[src/rtl/rr_mux2_pkg.sv]
// Shared encodings for the two-input round-robin stream merger:
// packet-lock FSM states, source ids and small arbitration helpers.
package rr_mux2_pkg;

  typedef logic [1:0] state_t;

  localparam state_t IDLE  = 2'd0;
  localparam state_t LOCK0 = 2'd1;
  localparam state_t LOCK1 = 2'd2;

  localparam logic SRC0 = 1'b0;
  localparam logic SRC1 = 1'b1;

  // Lock state that holds the mux on the given source until its last beat.
  function automatic state_t lock_state(input logic src);
    return (src == SRC1) ? LOCK1 : LOCK0;
  endfunction

  function automatic logic idle_pick(input logic v0, input logic v1, input logic prio);
    logic pick;
    if (v0 && v1) begin
      pick = prio;
    end else if (v1) begin
      pick = SRC1;
    end else begin
      pick = SRC0;
    end
    return pick;
  endfunction

endpackage

[src/rtl/stream_out_reg.sv]
// Single output register stage for the merged stream; reloads whenever it is
// empty or being drained, otherwise holds its beat stable.
module stream_out_reg #(
  parameter int BEAT_W = 10
) (
  input  logic              clk,
  input  logic              rst_n,
  input  logic              load_valid,
  input  logic [BEAT_W-1:0] load_beat,
  input  logic              out_ready,
  output logic              load_en,
  output logic [BEAT_W-1:0] out_beat,
  output logic              out_valid
);

  logic              valid_reg, valid_next;
  logic [BEAT_W-1:0] beat_reg, beat_next;

  assign load_en = !valid_reg || out_ready;

  always_comb begin
    valid_next = valid_reg;
    beat_next  = beat_reg;
    if (load_en) begin
      valid_next = load_valid;
      // Payload is only replaced by a real beat; an empty slot keeps old data.
      if (load_valid) begin
        beat_next = load_beat;
      end
    end
  end

  always_ff @(posedge clk) begin
    if (!rst_n) begin
      valid_reg <= 1'b0;
      beat_reg  <= '0;
    end else begin
      valid_reg <= valid_next;
      beat_reg  <= beat_next;
    end
  end

  assign out_valid = valid_reg;
  assign out_beat  = beat_reg;

endmodule

[src/rtl/rr_mux2_stream.sv]
// Two-input round-robin packet merger: arbitrates per packet, drives the 2:1
// mux select (reported as out_src) and registers the chosen beat.
module rr_mux2_stream
  import rr_mux2_pkg::*;
#(
  parameter int WIDTH = 8
) (
  input  logic             clk,
  input  logic             rst_n,
  input  logic [WIDTH-1:0] in0_data,
  input  logic             in0_valid,
  input  logic             in0_last,
  output logic             in0_ready,
  input  logic [WIDTH-1:0] in1_data,
  input  logic             in1_valid,
  input  logic             in1_last,
  output logic             in1_ready,
  output logic [WIDTH-1:0] out_data,
  output logic             out_valid,
  output logic             out_last,
  output logic             out_src,
  input  logic             out_ready
);

  localparam int BEAT_W = WIDTH + 2;

  state_t           state_reg, state_next;
  logic             prio_reg, prio_next;
  logic             grant;
  logic             load_en;
  logic             accept;
  logic [1:0]       valid_vec;
  logic [1:0]       last_vec;
  logic [1:0]       ready_vec;
  logic [WIDTH-1:0] data_vec [2];
  logic [BEAT_W-1:0] sel_beat;
  logic [BEAT_W-1:0] out_beat;

  assign valid_vec   = {in1_valid, in0_valid};
  assign last_vec    = {in1_last, in0_last};
  assign data_vec[0] = in0_data;
  assign data_vec[1] = in1_data;

  // The select stays pinned to the owning source for the whole packet.
  always_comb begin
    unique case (state_reg)
      LOCK0:   grant = SRC0;
      LOCK1:   grant = SRC1;
      default: grant = idle_pick(in0_valid, in1_valid, prio_reg);
    endcase
  end

  // While locked, ready is offered even without valid so a bubble keeps the lock.
  generate
    for (genvar gi = 0; gi < 2; gi++) begin : g_ready
      assign ready_vec[gi] = rst_n && load_en && (grant == 1'(gi)) &&
                             ((state_reg != IDLE) || valid_vec[gi]);
    end
  endgenerate

  assign in0_ready = ready_vec[0];
  assign in1_ready = ready_vec[1];
  assign accept    = |(ready_vec & valid_vec);
  assign sel_beat  = {grant, last_vec[grant], data_vec[grant]};

  always_comb begin
    state_next = state_reg;
    prio_next  = prio_reg;
    if (accept) begin
      if (last_vec[grant]) begin
        state_next = IDLE;
        prio_next  = ~grant;
      end else begin
        state_next = lock_state(grant);
      end
    end
  end

  always_ff @(posedge clk) begin
    if (!rst_n) begin
      state_reg <= IDLE;
      prio_reg  <= SRC0;
    end else begin
      state_reg <= state_next;
      prio_reg  <= prio_next;
    end
  end

  stream_out_reg #(
    .BEAT_W(BEAT_W)
  ) u_out (
    .clk       (clk),
    .rst_n     (rst_n),
    .load_valid(accept),
    .load_beat (sel_beat),
    .out_ready (out_ready),
    .load_en   (load_en),
    .out_beat  (out_beat),
    .out_valid (out_valid)
  );

  assign out_data = out_beat[WIDTH-1:0];
  assign out_last = out_beat[WIDTH];
  assign out_src  = out_beat[WIDTH+1];

  // Invariants: at most one input is ever offered ready, and a stalled beat holds.
  a_one_ready : assert property (@(posedge clk) disable iff (!rst_n)
    !(in0_ready && in1_ready));
  a_hold : assert property (@(posedge clk) disable iff (!rst_n)
    (out_valid && !out_ready) |=> (out_valid && $stable(out_beat)));

endmodule

[config.mk]
export PLATFORM = sky130hd
export DESIGN_NAME = rr_mux2_stream
export DESIGN_NICKNAME = d
export VERILOG_FILES = /design/src/rtl/rr_mux2_pkg.sv /design/src/rtl/stream_out_reg.sv /design/src/rtl/rr_mux2_stream.sv
export SDC_FILE = /design/constraint.sdc
export NUM_CORES = 1
export LEC_CHECK = 0
export CORE_MARGIN = 8
export CORE_UTILIZATION = 30
export CTS_CLUSTER_DIAMETER = 50
export DETAILED_ROUTE_END_ITERATION = 7
export SLEW_MARGIN = 15
export SYNTH_ARGS = -nofsm -noshare
export SYNTH_HDL_FRONTEND = slang
export SYNTH_HIERARCHICAL = 1
export SYNTH_SLANG_ARGS = --single-unit
[constraint.sdc]
create_clock -name clk -period 5.5 [get_ports clk]
set_input_delay 1.1 -clock clk [delete_from_list [all_inputs] [get_ports clk]]
set_output_delay 1.1 -clock clk [all_outputs]
set_load 0.01 [all_outputs]
==> flow_summary_export.csv, run 1 <==
group,metric,value,unit
status,outcome,"complete, no violations",
hold_path,min-delay-start,"state_reg[0]$_SDFFE_PN0P_",
clock_tree,h-tree-depth,1,
final_layout,nFillCells,270,
synth,synth_top_area_cell,"dfxtp_1",
die,coreArea,0.002686,mm^2
sta,worst_slew_pin_slew,0.4343,ns
synth,synth_edf_count,0,
sta,fin_hold_ws,0.4535,ns
setup_path,r2r_cells,7,
final_layout,area_growth,49.32,%
synth,synth_common_cells,"25 x nand2_1, 14 x dfxtp_1, 10 x mux2i_1, 8 x mux2_2, 5 x inv_1",
setup_path,worstSetupEndpointType,"output port",
die,ios,36,
clock_tree,post_cts.repair.setup_buffers,0,
die,die_area,0.004671,mm^2
sta,period_share,73.30,%
global_routing,top_usage_layer,"met2",
synth,synthXorXnorAreaFrac,0,%
clock_tree,cts_buffer_depth,2,
synth,yosysWarnings,6,
pwr,power.density,214.4,mW/mm^2
global_routing,use_met2,15.24,%
sta,layout_min_cycle_time,4.031,ns
setup_path,startpoint_type,"primary input",
setup_path,r2r_slack,3.59,ns
placed_design,post-place-cells,152,
global_routing,grt_max_degree,27,
final_layout,largest_register_ffs,10,
synth,ys_ff_latch,14,
route,num_vias,722,
route,drt_pass1_iterations,4,
synth,async_flop_share,0,%
synth,yosysSeqAreaShare,34.09,%
synth,ys_top_cells_by_area,"dfxtp_1 34%, mux2i_1 12%, nand2_1 11%",
clock_tree,numCtsBuffers,3,
clock_tree,clk_latency,0.28,ns
synth,syn_area_per_cell,9.236,um^2
hold_path,hold_path_class,"register to register",
clock_tree,clock-sinks,14,
synth,synth_top_cell_area_share,34.09,%
clock_tree,ctsHoldBuffers,0,
synth,synth_adder_area_share,3.044,%
route,drc,0,
synth,synth.most_common_cell,"nand2_1",
sta,setup_viol,0,
synth,postSynthCellCount,89,
global_routing,antenna_found_initial,0,
synth,synth_top_family_by_area,"simple AND/OR/NAND/NOR gates",
setup_path,required,4.40,ns
pwr,ir_drop,0.1176,mV
final_layout,final_nets,151,
die,initial_core_util,30.60,%
clock_tree,tritoncts,"built",
setup_path,r2r_end,"u_out/out_beat[2]$_SDFFE_PN0P_",
route,wl_per_cell,13.16,um
global_routing,met3_usage,5.237,%
synth,synth_flop_cell,"dfxtp_1",
placed_design,dpl.hpwl,1615,um
placed_design,portBuffers,35,
clock_tree,clkSlewWorstSetupHoldPaths,0.08,ns
final_layout,antenna_cells,0,
setup_path,arrival,2.93,ns
global_routing,grt-ovfl-total,0,
global_routing,grt_util_all_layers,9.481,%
clock_tree,cts_resized,0,
sta,final.setup_skew,0.004892,ns
final_layout,final_cells,156,
global_routing,grt_pass1_wl,3387,um
global_routing,grt_pass1_vias,745,
route,detail-route-antenna-nets,0,
synth,synth.distinct_cells,28,
sta,setup_tns,0,ns
die,num_rows,19,
route,vias_per_cell,4.628,
placed_design,gp_congestion,0.7346,
die,die_x,68.35,um
die,die_h,68.35,um
setup_path,r2r-start,"state_reg[0]$_SDFFE_PN0P_",
sta,rsz0062_at_grt,"false",
run,maxCapViolations,0,
setup_path,worstPathMaxFanout,16,
setup_path,crit_type,"primary input to output port",
sta,finalHoldViolations,0,
route,finalWirelength,2053,um
synth,synth_compound_area_share,9.893,%
pwr,leakage,0.0004738,uW
final_layout,post-route-util,45.69,%
synth,synthSimpleGateAreaFrac,24.20,%
route,drt_iter0_markers,14,
synth,syn-num-nets,114,
synth,muxShareOfSynthArea,23.14,%
sta,max_freq,248.1,MHz
hold_path,min_path_cells,2,
clock_tree,cts_root_buf,"clkbuf_4",
final_layout,drive_gt1_share,17.60,%
hold_path,holdPathEnd,"state_reg[0]$_SDFFE_PN0P_",
sta,maxSlewHeadroom,70.94,%
pwr,power,263.2,uW
sta,drv_slew,0,
global_routing,use_met1,10.44,%
synth,syn-cell-area,822.0,um^2
routing by layer:
layer	wire length [um]	vias up
met2	924	28
li1	-	367
met5	0	-
met3	214	0
met4	0	0
met1	914	327
through the flow:
| stage | setup WS, ns | area, um^2 |
|---|---|---|
| 3_3_place_gp | 1.488 | 1191 |
| 5_1_grt | 1.387 | 1227 |
| 3_5_place_dp | 1.464 | 1191 |
| 6_report | 1.469 | 1227 |
| 2_1_floorplan | 2.463 | 822.0 |
| 4_1_cts | 1.452 | 1227 |
layout by cell type, fill, tap and decap left out:
| cell type | instances |
|---|---|
| buf_4 | 1 |
| o221a_2 | 1 |
| nor3_1 | 1 |
| ha_1 | 2 |
| a21boi_0 | 1 |
| o21ai_4 | 1 |
| a21boi_1 | 2 |
| and2b_2 | 1 |
| nand3_1 | 1 |
| or3_1 | 1 |
| clkbuf_8 | 1 |
| clkdlybuf4s50_1 | 35 |
| dfxtp_1 | 14 |
| o21ai_0 | 1 |
| a21boi_2 | 1 |
| nor2b_1 | 1 |
| nor2_1 | 1 |
| and2_4 | 1 |
| mux2i_1 | 10 |
| nor2b_2 | 1 |
| o2111ai_2 | 1 |
| nand2b_4 | 2 |
| nand2_1 | 25 |
| or3b_1 | 2 |
| clkbuf_4 | 3 |
| nor3b_1 | 1 |
| mux2_2 | 8 |
| inv_1 | 5 |
worst max-delay path by stage:
stage	from	to	slack, ns	cells past startpoint
finish	in1_valid	in1_ready	1.47	5
floorplan	in0_valid	in1_ready	2.46	4
global route	in0_valid	in1_ready	1.39	5
CTS	in1_valid	in1_ready	1.45	5
global placement	in1_valid	in1_ready	1.49	5
detailed placement	in1_valid	in1_ready	1.46	5
area by class of cell:
cell class,count,area (um^2),area share [%]
multi-input cells,66,495.5,40.37
repair buffers,36,357.8,29.15
flip-flops and latches,14,280.3,22.83
well taps,31,38.79,3.160
clock buffers,4,36.28,2.956
inverters,5,18.77,1.529
cell families after synthesis:
family                   count (synthesis)
flip-flops                              14
AND/OR/NAND/NOR                         38
buffers and inverters                    9
multiplexers                            18
AO/OA/AOI/OAI                            8
adder cells (fa/ha/maj)                  2
power by group:
| part | internal (uW) | total (uW) | switching (uW) | leakage, uW |
|---|---|---|---|---|
| clock | 40.2 | 73.2 | 32.9 | 0.0000210 |
| sequential | 109 | 113 | 4.15 | 0.000115 |
| combinational | 46.4 | 76.9 | 30.5 | 0.000338 |
critical path, cell delays in order:
cell	delay, ns
clkdlybuf4s50_1	0.57
nand2b_4	0.08
o21ai_4	0.39
nor3b_1	0.23
clkdlybuf4s50_1	0.56
No activity file was read; power rests on OpenSTA's default activity.
==> inputs of run 2 (changes only) <==
clock period = 3.8 ns   (was 5.5 ns; I/O delays follow)
==> run 2 against run 1 <==
  * Sequential cell count stayed put
  * Critical endpoint unchanged
  * Non-clock buffer count stayed put
  * Clock power is 13% higher
  * Sequential power is 45% higher
  * Core utilization is 0.51 points lower
  * Global-route usage is 0.16 points higher
  * Final area is 1.1% lower
  * Largest cell class unchanged
  * First-iteration DRC count is 50% higher
==> flow_summary_export.csv, run 2 (same netlist as run 1, synthesis figures left out) <==
group,metric,value,unit
status,outcome,"complete, no violations",
setup_path,required,3.04,ns
run,maxCapViolations,0,
hold_path,hold_path_class,"register to register",
clock_tree,post_cts.repair.setup_buffers,0,
final_layout,layout_common_cells,"35 x clkdlybuf4s50_1, 25 x nand2_1, 14 x dfxtp_1, 10 x mux2i_1, 8 x mux2_2",
sta,period_share,88.23,%
route,drt_iter0_markers,21,
pwr,switching_share,26.96,%
clock_tree,ctsHoldBuffers,0,
sta,max_freq,298.3,MHz
die,die_h,68.35,um
die,die_area,0.004671,mm^2
die,ios,36,
final_layout,drive_gt1_share,16.94,%
global_routing,antenna_found_initial,0,
hold_path,min-delay-start,"state_reg[0]$_SDFFE_PN0P_",
setup_path,startpoint_type,"primary input",
placed_design,dpl.hpwl,1638,um
final_layout,area_growth,47.64,%
final_layout,largest_register_ffs,10,
global_routing,grt_pass1_vias,772,
sta,fin_hold_ws,0.4525,ns
clock_tree,h-tree-depth,1,
sta,rsz0062_at_grt,"false",
pwr,power_frac_comb,31.2,%
setup_path,worstSetupEndpointType,"output port",
die,num_rows,19,
sta,final.setup_skew,0.006421,ns
clock_tree,clock-sinks,14,
clock_tree,cts_root_buf,"clkbuf_4",
hold_path,holdPathEnd,"state_reg[0]$_SDFFE_PN0P_",
pwr,intPower,261.6,uW
sta,worst_slew_pin_slew,0.4420,ns
sta,drv_slew,0,
setup_path,r2r-start,"state_reg[0]$_SDFFE_PN0P_",
placed_design,portBuffers,35,
placed_design,dp_slack,0.4327,ns
route,num_vias,730,
die,initial_core_util,30.60,%
setup_path,crit_top_cell,"clkdlybuf4s50_1",
global_routing,grt_max_degree,26,
final_layout,final_cells,155,
setup_path,crit_family,"buffers and inverters",
sta,fin_ws,0.4473,ns
sta,setup_tns,0,ns
clock_tree,clkSlewWorstSetupHoldPaths,0.08,ns
clock_tree,tritoncts,"built",
final_layout,antenna_cells,0,
clock_tree,numCtsBuffers,3,
pwr,power.density,295.0,mW/mm^2
setup_path,cpPeakStageDelay,0.57,ns
route,detail-route-antenna-nets,0,
clock_tree,cts_buffer_depth,2,
final_layout,final_nets,151,
pwr,p_sw,96.54,uW
global_routing,grt_util_all_layers,9.644,%
placed_design,post-place-cells,152,
sta,layout_min_cycle_time,3.353,ns
pwr,ir_drop,0.1725,mV
final_layout,layout_commonest_cell,"clkdlybuf4s50_1",
final_layout,nFillCells,265,
sta,finalHoldViolations,0,
setup_path,r2r_slack,1.87,ns
setup_path,worst_path_max_delay_cell,"clkdlybuf4s50_1",
route,wl_per_cell,13.55,um
pwr,sequentialPowerShare,45.7,%
clock_tree,cts_resized,0,
die,die_x,68.35,um
setup_path,worstPathMaxFanout,16,
setup_path,path_cells,"clkdlybuf4s50_1, nand2b_4, o21ai_4, nor3b_1, clkdlybuf4s50_1",
sta,maxSlewHeadroom,70.42,%
setup_path,arrival,2.59,ns
setup_path,r2r_cells,7,
global_routing,grt_pass1_wl,3450,um
route,finalWirelength,2100,um
die,coreArea,0.002686,mm^2
setup_path,r2r_end,"u_out/out_beat[4]$_SDFFE_PN0P_",
setup_path,crit_type,"primary input to output port",
hold_path,min_path_cells,2,
clock_tree,clk_latency,0.27,ns
placed_design,gp_congestion,0.7317,
global_routing,grt-ovfl-total,0,
pwr,leakage,0.0004666,uW
route,drt_pass1_iterations,3,
setup_path,cp.buffers_inverters,2,
sta,setup_viol,0,
pwr,clkPwrFrac,23.0,%
route,drc,0,
route,vias_per_cell,4.710,
-- run 2: changes by cell type in the layout (fill, tap and decap cells not counted) --
cell      change
clkbuf_8      -1
-- run 2: per-layer routing --
layer  global-route usage, %  share of wire (%)
met5                       0                  0
met4                   2.302                  0
met3                   5.401                 12
met2                   15.47                 44
met1                   10.90                 44
-- run 2: power by group through the flow --
stage,registers (uW),clock network [uW],logic (uW)
final,164,82.4,112
after global routing,165,92.5,122
after CTS,164,86.0,113
after detailed placement,167,0,113
after global placement,167,0,111
after floorplan,171,0,56.4
-- run 2: layout make-up --
class | instances | area (um^2) | area share, %
Multi-Input combinational cell | 66 | 495.5 | 40.82
Inverter | 5 | 18.77 | 1.546
Timing Repair Buffer | 36 | 357.8 | 29.48
Tap cell | 31 | 38.79 | 3.196
Clock buffer | 3 | 22.52 | 1.856
Sequential cell | 14 | 280.3 | 23.09
-- run 2: stage by stage --
step	cell area [um^2]	power [uW]	utilization, %
after global routing	1214	380.0	45.18
after CTS	1214	363.3	45.18
after global placement	1191	277.8	44.34
after floorplan	822.0	227.5	-
final	1214	358.1	45.18
after detailed placement	1191	280.1	44.34
-- run 2: how the worst max path moves through the flow --
stage                     startpoint        end  slack, ns  depth (start not counted)
after floorplan            in0_valid  in1_ready       1.44                          4
after global placement     in1_valid  in1_ready       0.47                          5
after detailed placement   in0_valid  in1_ready       0.43                          5
after CTS                  in0_valid  in1_ready       0.43                          5
after global routing       in0_valid  in1_ready       0.34                          5
final                      in1_valid  in1_ready       0.45                          5
-- run 2: worst reg2reg max path, cell delays in order, from the launching register on --
cell and delay (ns):
dfxtp_1 0.33, inv_1 0.06, ha_1 0.35, nand2b_4 0.17, o21ai_4 0.39, mux2_2 0.40
nand2_1 0.06, mux2i_1 0.06
==> inputs of run 3 (changes only) <==
REMOVE_ABC_BUFFERS = 1   (was default)
==> run 3 against run 2 <==
  * Global-route usage is 0.34 points higher
  * Worst setup slack better by 0.0081 ns
  * Cell count is 0.65% higher
  * Sequential share of layout area is 0.26 points lower
  * Die area stayed put
  * Clock skew is 0.0036 ns lower
  * Register-to-register slack better by 0.02 ns
  * Critical path depth stayed put
  * Maximum frequency is 0.24% higher
  * Worst hold slack better by 0.0011 ns
  * Sequential cell count stayed put
  * Core utilization is 0.51 points higher
==> flow_summary_export.csv, run 3 (same netlist as run 1, synthesis figures left out) <==
group,metric,value,unit
status,outcome,"complete, no violations",
clock_tree,post_cts.repair.setup_buffers,0,
placed_design,post-place-cells,152,
setup_path,crit_family,"buffers and inverters",
sta,worst_slew_pin_slew,0.4239,ns
placed_design,portBuffers,35,
die,ios,36,
route,vias_per_cell,4.679,
global_routing,grt-ovfl-total,0,
setup_path,worstSetupEndpointType,"output port",
final_layout,layout_commonest_cell,"clkdlybuf4s50_1",
clock_tree,ctsHoldBuffers,0,
die,coreArea,0.002686,mm^2
die,initial_core_util,30.60,%
setup_path,startpoint_type,"primary input",
pwr,power.density,311.2,mW/mm^2
setup_path,worst_path_max_delay_cell,"clkdlybuf4s50_1",
route,finalWirelength,2007,um
final_layout,antenna_cells,0,
sta,setup_tns,0,ns
setup_path,crit_top_cell,"clkdlybuf4s50_1",
setup_path,cp.buffers_inverters,2,
sta,period_share,88.02,%
clock_tree,h-tree-depth,1,
run,maxCapViolations,0,
sta,rsz0062_at_grt,"false",
hold_path,hold_path_class,"register to register",
global_routing,grt_pass1_vias,829,
setup_path,arrival,2.58,ns
clock_tree,clock-sinks,14,
sta,finalHoldViolations,0,
sta,max_freq,299.0,MHz
final_layout,largest_register_ffs,10,
placed_design,gp_congestion,0.7743,
clock_tree,tritoncts,"built",
setup_path,worstPathMaxFanout,16,
placed_design,dpl.hpwl,1576,um
final_layout,nFillCells,280,
die,die_area,0.004671,mm^2
route,drt_iter0_markers,18,
sta,maxSlewHeadroom,71.63,%
setup_path,crit_type,"primary input to output port",
final_layout,final_cells,156,
sta,drv_slew,0,
global_routing,grt_pass1_wl,3525,um
pwr,ir_drop,0.2001,mV
setup_path,required,3.04,ns
clock_tree,cts_root_buf,"clkbuf_4",
route,num_vias,730,
route,drt_pass1_iterations,3,
clock_tree,clk_latency,0.28,ns
clock_tree,cts_resized,0,
clock_tree,cts_buffer_depth,2,
sta,layout_min_cycle_time,3.345,ns
route,detail-route-antenna-nets,0,
sta,setup_viol,0,
die,num_rows,19,
sta,final.setup_skew,0.002815,ns
clock_tree,numCtsBuffers,3,
global_routing,grt_util_all_layers,9.987,%
global_routing,grt_max_degree,26,
final_layout,layout_common_cells,"35 x clkdlybuf4s50_1, 25 x nand2_1, 14 x dfxtp_1, 10 x mux2i_1, 8 x mux2_2",
pwr,leakage,0.0004738,uW
route,wl_per_cell,12.87,um
setup_path,path_cells,"clkdlybuf4s50_1, nand2b_4, o21ai_4, nor3b_1, clkdlybuf4s50_1",
final_layout,drive_gt1_share,17.60,%
setup_path,cpPeakStageDelay,0.57,ns
final_layout,final_nets,151,
global_routing,antenna_found_initial,0,
final_layout,area_growth,49.32,%
die,die_x,68.35,um
clock_tree,clkSlewWorstSetupHoldPaths,0.08,ns
die,die_h,68.35,um
route,drc,0,
-- run 3: cell count changes in the layout (fill, tap and decap cells not counted) --
cell      previous run  this run
clkbuf_8             0         1
-- run 3: cell type report --
| class | instances | area, um^2 | area share [%] |
|---|---|---|---|
| multi-input cells | 66 | 495.5 | 40.37 |
| repair buffers | 36 | 357.8 | 29.15 |
| flip-flops and latches | 14 | 280.3 | 22.83 |
| well taps | 31 | 38.79 | 3.160 |
| clock buffers | 4 | 36.28 | 2.956 |
| inverters | 5 | 18.77 | 1.529 |
-- run 3: metal layers --
layer	GRT usage (%)	wire, um	vias up
met5	0	0	-
met4	6.138	42	0
met1	10.27	868	328
met2	15.59	849	29
met3	5.565	246	4
li1	-	-	369
-- run 3: worst paths after layout --
check / startpoint / endpoint / slack (ns) / cells past startpoint
worst min register to register: state_reg[0]$_SDFFE_PN0P_ / state_reg[0]$_SDFFE_PN0P_ / 0.45 / 2
worst max-delay path: in1_valid / in1_ready / 0.46 / 5
worst max register to register: state_reg[0]$_SDFFE_PN0P_ / u_out/out_beat[2]$_SDFFE_PN0P_ / 1.89 / 7
worst min-delay path: state_reg[0]$_SDFFE_PN0P_ / state_reg[0]$_SDFFE_PN0P_ / 0.45 / 2
-- run 3: where the power goes --
group	switching [uW]	internal [uW]	total, uW
registers	6.09	158	164
clock network	49.3	58.3	108
logic	43.5	67.2	111
total	98.9	283	382
-- run 3: metrics by stage --
stage	hold slack [ns]	instance area, um^2	power (uW)	setup slack (ns)	util, %
finish	0.4536	1227	382.0	0.4554	45.69
global route	0.4852	1227	406.3	0.3668	45.69
global placement	0.4413	1191	277.8	0.4675	44.34
CTS	0.4590	1227	389.5	0.4279	45.69
detailed placement	0.4464	1191	279.8	0.4472	44.34
floorplan	0.4307	794.5	221.5	1.472	-
-- run 3: tightest hold or removal path, stage by stage (launching register included) --
cell      delay (ns)
dfxtp_1         0.32
nand2_1         0.05
a21boi_1        0.05
